--- src/rtl/spi_reg_pkg.sv ---
// spi_reg_pkg: shared constants for the SPI register slave.
//   Frame layout (24 bits, MSB first):
//     [23]    W flag (1 = write, 0 = read)
//     [22:16] reserved, ignored
//     [15:8]  register address
//     [7:0]   register data
//   FSM state encoding is kept as plain localparam constants so that older
//   blocks sharing this package can compare against them directly.
package spi_reg_pkg;

  localparam int FRAME_BITS = 24;
  localparam int CMD_BITS   = 16;
  localparam int ADDR_W     = 8;
  localparam int DATA_W     = 8;
  localparam int CNT_W      = 5;

  localparam logic [1:0] ST_IDLE = 2'd0;
  localparam logic [1:0] ST_CMD  = 2'd1;
  localparam logic [1:0] ST_DATA = 2'd2;
  localparam logic [1:0] ST_DONE = 2'd3;

endpackage

--- src/rtl/spi_edge_sync.sv ---
// spi_edge_sync: brings the asynchronous SPI pins into the clk domain and
// derives single-cycle edge events from them.
//   Parameters: SYNC_STAGES (2..4) flops per pin; CPOL (0 = mode 0, 1 = mode 3).
//   Inputs : clk, rst (sync, active-high), sclk, sen, mosi (asynchronous pins)
//   Outputs: sample_edge - leading sclk edge (CPOL -> !CPOL), one cycle
//            shift_edge  - trailing sclk edge (!CPOL -> CPOL), one cycle
//            sen_s       - synchronized chip enable (active-low)
//            sen_fall    - sen_s went 1 -> 0, one cycle
//            sen_rise    - sen_s went 0 -> 1, one cycle
//            mosi_s      - synchronized mosi, aligned with sample_edge
//            sync_valid  - high once every synchronizer holds real pin samples
//                          (false for SYNC_STAGES cycles after reset)
module spi_edge_sync
  import spi_reg_pkg::*;
#(
  parameter int SYNC_STAGES = 2,
  parameter int CPOL        = 0
) (
  input  logic clk,
  input  logic rst,
  input  logic sclk,
  input  logic sen,
  input  logic mosi,
  output logic sample_edge,
  output logic shift_edge,
  output logic sen_s,
  output logic sen_fall,
  output logic sen_rise,
  output logic mosi_s,
  output logic sync_valid
);

  localparam logic CPOL_BIT = (CPOL != 0);

  logic [SYNC_STAGES-1:0] sclk_sr;
  logic [SYNC_STAGES-1:0] sen_sr;
  logic [SYNC_STAGES-1:0] mosi_sr;
  logic [SYNC_STAGES-1:0] fill_sr;
  logic                   sclk_prev;
  logic                   sen_prev;
  logic                   sclk_s;

  always_ff @(posedge clk) begin
    if (rst) begin
      sclk_sr   <= {SYNC_STAGES{CPOL_BIT}};
      sen_sr    <= '1;
      mosi_sr   <= '0;
      fill_sr   <= '0;
      sclk_prev <= CPOL_BIT;
      sen_prev  <= 1'b1;
    end else begin
      sclk_sr   <= {sclk_sr[SYNC_STAGES-2:0], sclk};
      sen_sr    <= {sen_sr[SYNC_STAGES-2:0], sen};
      mosi_sr   <= {mosi_sr[SYNC_STAGES-2:0], mosi};
      // Marches a 1 through at the same rate as the pins, so its MSB marks
      // the first cycle whose synchronized outputs are not reset values.
      fill_sr   <= {fill_sr[SYNC_STAGES-2:0], 1'b1};
      sclk_prev <= sclk_sr[SYNC_STAGES-1];
      sen_prev  <= sen_sr[SYNC_STAGES-1];
    end
  end

  assign sclk_s      = sclk_sr[SYNC_STAGES-1];
  assign sen_s       = sen_sr[SYNC_STAGES-1];
  assign mosi_s      = mosi_sr[SYNC_STAGES-1];
  assign sync_valid  = fill_sr[SYNC_STAGES-1];

  assign sample_edge = (sclk_s != CPOL_BIT) && (sclk_prev == CPOL_BIT);
  assign shift_edge  = (sclk_s == CPOL_BIT) && (sclk_prev != CPOL_BIT);
  assign sen_fall    = sen_prev & ~sen_s;
  assign sen_rise    = ~sen_prev & sen_s;

endmodule

--- src/rtl/spi_reg_slave.sv ---
// spi_reg_slave: SPI (mode 0 / mode 3) slave that turns 24-bit frames into
// register write strobes and, optionally, register readback.
//   Build option: define SPI_REG_SLAVE_READBACK_EN to enable readback
//   (rd_stb/rd_addr/rd_data/miso). Without it read frames are accepted
//   silently, rd_stb/rd_addr/miso are tied to 0 and rd_data is ignored.
//   Parameters: SYNC_STAGES (2..4), CPOL (0 = mode 0, 1 = mode 3).
//   Ports:
//     clk, rst         system clock, synchronous active-high reset
//     sen, sclk, mosi  SPI pins from the master (asynchronous)
//     miso             SPI data to the master
//     wr_stb           one-cycle write strobe, wr_addr/wr_data valid with it
//     rd_stb           one-cycle readback request, rd_addr valid with it
//     rd_data          readback value, sampled one cycle after rd_stb
//     frame_err        one-cycle pulse when a frame ends before 24 bits
//   sclk half-period must be at least SYNC_STAGES+4 clk cycles.
module spi_reg_slave
  import spi_reg_pkg::*;
#(
  parameter int SYNC_STAGES = 2,
  parameter int CPOL        = 0
) (
  input  logic              clk,
  input  logic              rst,
  input  logic              sen,
  input  logic              sclk,
  input  logic              mosi,
  output logic              miso,
  output logic              wr_stb,
  output logic [ADDR_W-1:0] wr_addr,
  output logic [DATA_W-1:0] wr_data,
  output logic              rd_stb,
  output logic [ADDR_W-1:0] rd_addr,
  input  logic [DATA_W-1:0] rd_data,
  output logic              frame_err
);

  localparam logic [CNT_W-1:0] CNT_CMD   = CNT_W'(CMD_BITS);
  localparam logic [CNT_W-1:0] CNT_FRAME = CNT_W'(FRAME_BITS);

  logic                  sample_edge;
  logic                  shift_edge;
  logic                  sen_s;
  logic                  sen_fall;
  logic                  sen_rise;
  logic                  mosi_s;
  logic                  sync_valid;

  logic [1:0]            state;
  logic [CNT_W-1:0]      bit_cnt;
  logic [CNT_W-1:0]      cnt_inc;
  logic [FRAME_BITS-1:0] frame_sr;
  logic [FRAME_BITS-1:0] frame_nxt;
  logic                  w_bit;
  logic                  wait_high;
  logic                  rd_req;
  logic [ADDR_W-1:0]     rd_req_addr;

  spi_edge_sync #(
    .SYNC_STAGES (SYNC_STAGES),
    .CPOL        (CPOL)
  ) u_sync (
    .clk         (clk),
    .rst         (rst),
    .sclk        (sclk),
    .sen         (sen),
    .mosi        (mosi),
    .sample_edge (sample_edge),
    .shift_edge  (shift_edge),
    .sen_s       (sen_s),
    .sen_fall    (sen_fall),
    .sen_rise    (sen_rise),
    .mosi_s      (mosi_s),
    .sync_valid  (sync_valid)
  );

  assign cnt_inc   = bit_cnt + 1'b1;
  assign frame_nxt = {frame_sr[FRAME_BITS-2:0], mosi_s};

  // Frame FSM. sen rising is checked before the sample edge so an abort
  // always wins over a bit arriving in the same cycle.
  always_ff @(posedge clk) begin
    if (rst) begin
      state       <= ST_IDLE;
      bit_cnt     <= '0;
      frame_sr    <= '0;
      w_bit       <= 1'b0;
      wait_high   <= 1'b1;
      wr_stb      <= 1'b0;
      wr_addr     <= '0;
      wr_data     <= '0;
      rd_req      <= 1'b0;
      rd_req_addr <= '0;
      frame_err   <= 1'b0;
    end else begin
      wr_stb    <= 1'b0;
      rd_req    <= 1'b0;
      frame_err <= 1'b0;

      // A frame that was already running when reset released must not be
      // picked up half way; only a sen that has been seen high re-arms.
      if (wait_high && sync_valid && sen_s) begin
        wait_high <= 1'b0;
      end

      case (state)
        ST_IDLE: begin
          if (sen_fall && !wait_high) begin
            state   <= ST_CMD;
            bit_cnt <= '0;
          end
        end
        ST_CMD, ST_DATA: begin
          if (sen_rise) begin
            frame_err <= 1'b1;
            state     <= ST_IDLE;
          end else if (sample_edge) begin
            frame_sr <= frame_nxt;
            bit_cnt  <= cnt_inc;
            if (bit_cnt == '0) begin
              w_bit <= mosi_s;
            end
            if (state == ST_CMD && cnt_inc == CNT_CMD) begin
              state       <= ST_DATA;
              rd_req      <= ~w_bit;
              rd_req_addr <= frame_nxt[ADDR_W-1:0];
            end
            if (state == ST_DATA && cnt_inc == CNT_FRAME) begin
              state <= ST_DONE;
              if (w_bit) begin
                wr_stb  <= 1'b1;
                wr_addr <= frame_nxt[DATA_W +: ADDR_W];
                wr_data <= frame_nxt[DATA_W-1:0];
              end
            end
          end
        end
        ST_DONE: begin
          if (sen_rise) begin
            state <= ST_IDLE;
          end
        end
        default: state <= ST_IDLE;
      endcase
    end
  end

`ifdef SPI_REG_SLAVE_READBACK_EN
  logic              rd_stb_p1;
  logic [DATA_W-1:0] out_sr;

  // Stage p1: responder data is valid one cycle after the request.
  // The trailing edge right after bit 16 is skipped (bit_cnt must exceed
  // CMD_BITS) so the freshly loaded MSB is still on miso for bit 17.
  always_ff @(posedge clk) begin
    if (rst) begin
      rd_stb_p1 <= 1'b0;
      out_sr    <= '0;
    end else begin
      rd_stb_p1 <= rd_req;
      if (state == ST_IDLE) begin
        out_sr <= '0;
      end else if (rd_stb_p1) begin
        out_sr <= rd_data;
      end else if (shift_edge && state == ST_DATA && !w_bit && bit_cnt > CNT_CMD) begin
        out_sr <= {out_sr[DATA_W-2:0], 1'b0};
      end
    end
  end

  assign rd_stb  = rd_req;
  assign rd_addr = rd_req_addr;
  assign miso    = (state == ST_DATA && !w_bit) ? out_sr[DATA_W-1] : 1'b0;
`else
  logic unused_readback;
  assign unused_readback = ^{rd_data, rd_req, rd_req_addr, shift_edge};

  assign rd_stb  = 1'b0;
  assign rd_addr = '0;
  assign miso    = 1'b0;
`endif

endmodule

--- config.mk ---
export PLATFORM = sky130hd
export DESIGN_NAME = spi_reg_slave
export DESIGN_NICKNAME = d
export VERILOG_FILES = /design/src/rtl/spi_reg_pkg.sv /design/src/rtl/spi_edge_sync.sv /design/src/rtl/spi_reg_slave.sv
export SDC_FILE = /design/constraint.sdc
export NUM_CORES = 1
export LEC_CHECK = 0
export ABC_AREA = 1
export ABC_CLOCK_PERIOD_IN_PS = 4300
export CAP_MARGIN = 20
export CORE_ASPECT_RATIO = 0.9
export CORE_UTILIZATION = 30
export CTS_BUF_LIST = sky130_fd_sc_hd__clkbuf_8
export CTS_CLUSTER_DIAMETER = 120
export DETAILED_ROUTE_END_ITERATION = 16
export PLACE_DENSITY_LB_ADDON = 0.05
export SYNTH_ARGS = -nofsm -noshare
export SYNTH_HDL_FRONTEND = slang
export SYNTH_SLANG_ARGS = --single-unit
--- constraint.sdc ---
create_clock -name clk -period 4.3 [get_ports clk]
set_clock_uncertainty 0.15 [all_clocks]
set_input_delay 0.43 -clock clk [delete_from_list [all_inputs] [get_ports clk]]
set_output_delay 0.43 -clock clk [all_outputs]
set_load 0.005 [all_outputs]
[Yosys cells after proc, flatten, opt, wreduce, memory -nomap -nowiden]
Cells that the tools add are included.
Storage, ports and cells
  register bits after elaboration: 52
  output and inout bits: 28
  word-level logic and storage cells: 69
Operators by class
  add/sub/neg operators: 1
  equality and inequality tests: 11
  muxes and demuxes: 14
  bitwise logic cells: 9
  reductions and logical operators: 18
Operator list (number)
  5-bit 2-to-1 mux: 3
  2-bit 2-to-1 mux: 6
  4-bit AND reduction: 3
  5-bit == test (second input constant): 2
  5-bit one-hot mux with 2 select lines: 1
  2-bit != test (second input constant): 4
  1-bit NOT: 7
  1-bit logical AND: 6
  2-bit one-hot mux with 3 select lines: 1
  5-bit by 1-bit adder with 5-bit output (second input constant): 1
  5-bit zero test: 1
  5-bit AND reduction: 1
  5-bit OR reduction: 1
  2-bit == test (second input constant): 2
  4-bit != test (second input constant): 1
  2-bit OR reduction: 2
  1-bit 2-to-1 mux: 3
  3-bit != test (second input constant): 1
  3-bit AND reduction: 1
  1-bit bitwise AND: 2
  2-bit by 1-bit == test with 1-bit output (second input constant): 1
  2-bit zero test: 1
  2-bit nonzero test: 1
  1-bit zero test: 1

[Longest topological paths before layout]
  word-level depth: 8
  depth in mapped cells: 13

[Hierarchy]
From an unflattened synthesis, not the netlist that was laid out.
Unflattened totals
  cell total of the unflattened synthesis: 269
  area, all modules: 2267.2 um^2
By module, submodules not included
  spi_reg_slave: times used 1, cells each 234, area each 1970.6 um^2
  spi_edge_sync: times used 1, cells each 35, area each 296.5 um^2

[Worst setup path after synthesis]
Ideal clock, no wire load.
  path kind: register to register
  start point: register state[0]
  end point: register wr_data[5]
  setup time: 59 ps
  arrival time: 1726 ps
  data required time: 4091 ps
  path slack: 2365 ps
  stages on the path, launching flop included: 12
  buffers on the path: 1
  period minus slack after synthesis: 1935 ps
  cell sequence: dfxtp_1 inv_1 ha_1 inv_2 nor2_4 nand2_4 clkinv_4 nand4_4 nor2_4 buf_6 nand2_1 nand2_1
On the way
  longest elaborated chain between the ends: 3
  elaborated cells on any way between the ends: 5
  classes of those cells: eq/ne (2); reduce/logical (3)
RTL lines
  from (decl): line spi_reg_slave.sv:48  | logic [1:0] state;
  from (signal assigned): line spi_reg_slave.sv:83  | state <= ST_IDLE;
  from (signal assigned): line spi_reg_slave.sv:108  | state <= ST_CMD;
  from (signal assigned): line spi_reg_slave.sv:115  | state <= ST_IDLE;
  2-bit by 1-bit == test with 1-bit output or 2-bit == test (tied branches): line spi_reg_slave.sv:105, spi_reg_slave.sv:127
  2-bit OR reduction or 1-bit logical AND (tied branches): line spi_reg_slave.sv:105, spi_reg_slave.sv:127
  5-bit AND reduction (no source line) (*)
  to (signal assigned): line spi_reg_slave.sv:132  | wr_data <= frame_nxt[DATA_W-1:0];
  to (decl): line spi_reg_slave.sv:30  | output logic [DATA_W-1:0] wr_data,
Every way passes the cells marked *; elsewhere a longest branch is shown, timed or not.
A chain may end at the register's enable or synchronous reset.

[Final worst setup path]
  start point: register state[1]
  end point: register wr_data[2]
Same word-level chain as after synthesis.

==> impl_metrics.py <==
metrics = {
    "outcome": {
        "outcome": "complete, no violations",
    },
    "synthesis": {
        "ys_seq_area_share_pct": 49.3,
        "avgSynthCellArea_sq_um": 7.93,
        "yosys_warnings": 0,
        "synth-seq-cells": 52,
        "synth_area_sq_um": 2110,
        "ys_types": 24,
        "synth_cells": 266,
    },
    "final_layout": {
        "fillCellCount": 695,
        "register_area_sq_um": 1040,
        "mostFrequentLayoutCell": "nand2_1",
        "nets": 307,
        "n_antenna_cell": 0,
        "most-common-layout-cells": "nand2_1, dfxtp_1, nor2_1",
        "layout-drive-gt1-share_pct": 6.97,
        "area_growth_pct": 16.8,
        "multi_input_area_sq_um": 875,
    },
    "floorplanning": {
        "rows": 28,
        "fp.dieW_microns": 90.4,
        "num_io_pins": 41,
        "core_sq_um": 6690,
        "die-area_sq_um": 7370,
        "start_util_pct": 31.5,
        "die_y_microns": 81.6,
    },
    "global_routing": {
        "use_met1_pct": 17.5,
        "antenna_found_initial": 0,
        "grt_pass1_wl_microns": 7070,
        "top_usage_layer": "met2",
        "grt_max_degree": 35,
        "grt_use_met3_pct": 3.15,
        "use_met2_pct": 17.7,
        "gr-total-overflow": 0,
        "grtUsageTotal_pct": 12.3,
        "grt_pass1_vias": 1458,
    },
    "sta": {
        "final_max_slew_viol_count": 0,
        "relSlewSlack_pct": 33.6,
        "fmax_mhz": 375,
        "setup_viol": 0,
        "finalCritPeriodShare_pct": 62.1,
        "hold_violations": 0,
        "worst_pin_slew_ns": 0.994,
        "rsz0062_at_grt": "no",
        "min_period_ns": 2.67,
        "tns_ns": 0,
        "holdWs_ns": 0.256,
    },
    "critical_path": {
        "crit_slowest_cell": "ha_1",
        "critical_path_class": "reg2reg",
        "crit_required_ns": 4.39,
        "arrival_ns": 2.76,
        "crit_path_start_kind": "flip-flop",
        "max_stage_delay_ns": 0.46,
        "crit_start": "state[1]",
        "path_max_fanout": 18,
        "crit_buf_inv": 3,
        "critical-path-top-delay-family": "simple AND/OR/NAND/NOR gates",
        "crit_path_end_kind": "flip-flop",
        "path_cells": "inv_1 > ha_1 > inv_2 > nor2_4 > nand2_4 > clkinv_4 > nand4_4 > nor2_4 > nand2_1 > nand2_1",
        "r2r_start": "state[1]",
    },
    "clock_network": {
        "cts_resized": 0,
        "clock_path_buffers": 2,
        "cts-buffers-inserted": 5,
        "clk_transition_reported_paths_ns": 0.09,
        "root_buffer": "clkbuf_8",
        "clkSinkCount": 52,
        "cts_hold_buf": 0,
        "post_cts_buffers": 0,
        "clk_latency_ns": 0.30,
        "cts_tree": "done",
        "cts_htree_levels": 2,
    },
    "placement": {
        "dpl.hpwl_microns": 2720,
        "numPortBuffers": 22,
        "gp_congestion": 0.785,
    },
    "detailed_routing": {
        "drt-pass1-iter-count": 4,
        "vias": 1602,
        "postRouteAntennaNets": 0,
        "drt-total-wl_microns": 4100,
        "wl_per_cell_microns": 10.9,
        "drc": 0,
        "first_iter_violations": 66,
        "via_per_inst": 4.25,
    },
    "flow_run": {
        "max_cap_violations": 0,
    },
    "worst_hold_path": {
        "hold_path_class": "reg2reg",
        "min_from": "u_sync.fill_sr[0]",
    },
    "power": {
        "cellPowerDensity_nw_per_um2": 447,
        "p_leak_nw": 1.09,
        "ir_drop_mv": 0.176,
    },
}
==> cells in the mapped netlist, drive strengths merged <==
library cell | count | area, sq um
clkinv | 1 | 8.76
nor4 | 2 | 12.5
conb | 1 | 3.75
clkbuf | 5 | 18.8
ha | 8 | 100
nand2 | 59 | 229
a211oi | 7 | 52.6
or2 | 2 | 12.5
dfxtp | 52 | 1040
buf | 14 | 98.8
nor2 | 35 | 146
nor3 | 2 | 10.0
a21oi | 12 | 60.1
nand4 | 3 | 33.8
o21ai | 16 | 80.1
inv | 27 | 101
nand3 | 20 | 100
==> state kept, by name, indices dropped and copies added (netlist names), 2 cells and up <==
name,cells
wr_data,8
state,2
wr_addr,8
frame_sr,15
u_sync.mosi_sr,2
bit_cnt,5
u_sync.sclk_sr,2
u_sync.sen_sr,2
u_sync.fill_sr,2
==> tightest hold or removal path: cells and delay by family, from the launching register on <==
kind / cells / cell delay, ns
buffers and inverters: 1 / 0.04
DFF: 1 / 0.31
and+or+nand+nor: 1 / 0.03
==> power by group <==
group | internal [mW] | switching [mW] | total [mW]
clock network | 0.131 | 0.160 | 0.290
registers | 0.521 | 0.0345 | 0.556
logic | 0.0893 | 0.165 | 0.255
==> cell families after synthesis <==
| kind of cell | after synthesis | share of synthesized area, % |
|---|---|---|
| buffers and inverters | 47 | 10.8 |
| and+or+nand+nor | 123 | 25.8 |
| DFF | 52 | 49.3 |
| other | 1 | 0.178 |
| AOI/OAI and AO/OA | 35 | 9.13 |
| adders and majority gates | 8 | 4.75 |
==> cell type report <==
| type | count | area share, % |
|---|---|---|
| inverters | 28 | 4.47 |
| clock buffers | 6 | 3.35 |
| flip-flops and latches | 52 | 42.3 |
| repair buffers | 23 | 9.24 |
| clock inverters | 2 | 0.609 |
| multi-input cells | 176 | 35.5 |
| well taps | 90 | 4.57 |
==> worst paths after layout <==
| path | cells after the start | end | slack, ns |
|---|---|---|---|
| worst max register to register | 10 | wr_data[2] | 1.63 |
| worst max-delay path | 10 | wr_data[2] | 1.63 |
| worst min-delay path | 2 | u_sync.fill_sr[1] | 0.26 |
| worst min register to register | 2 | u_sync.fill_sr[1] | 0.26 |
==> routing by layer <==
| layer | share of wire, % | wire, microns |
|---|---|---|
| met1 | 58 | 2390 |
| met2 | 37 | 1510 |
| met3 | 3.8 | 155 |
| met4 | 1.2 | 49 |
| met5 | 0 | 0 |
==> per-stage QoR <==
stage	worst slack, ns	utilization (%)	cells	instance area (sq um)	power (mW)
floorplan	2.37	-	275	2140	0.769
global placement	1.56	35.4	369	2370	0.824
detailed placement	1.61	35.4	369	2370	0.821
CTS	1.57	36.8	377	2460	1.12
global route	1.34	36.8	377	2460	1.18
finish	1.63	36.8	377	2460	1.10
Power figures use the tool's default switching activity.
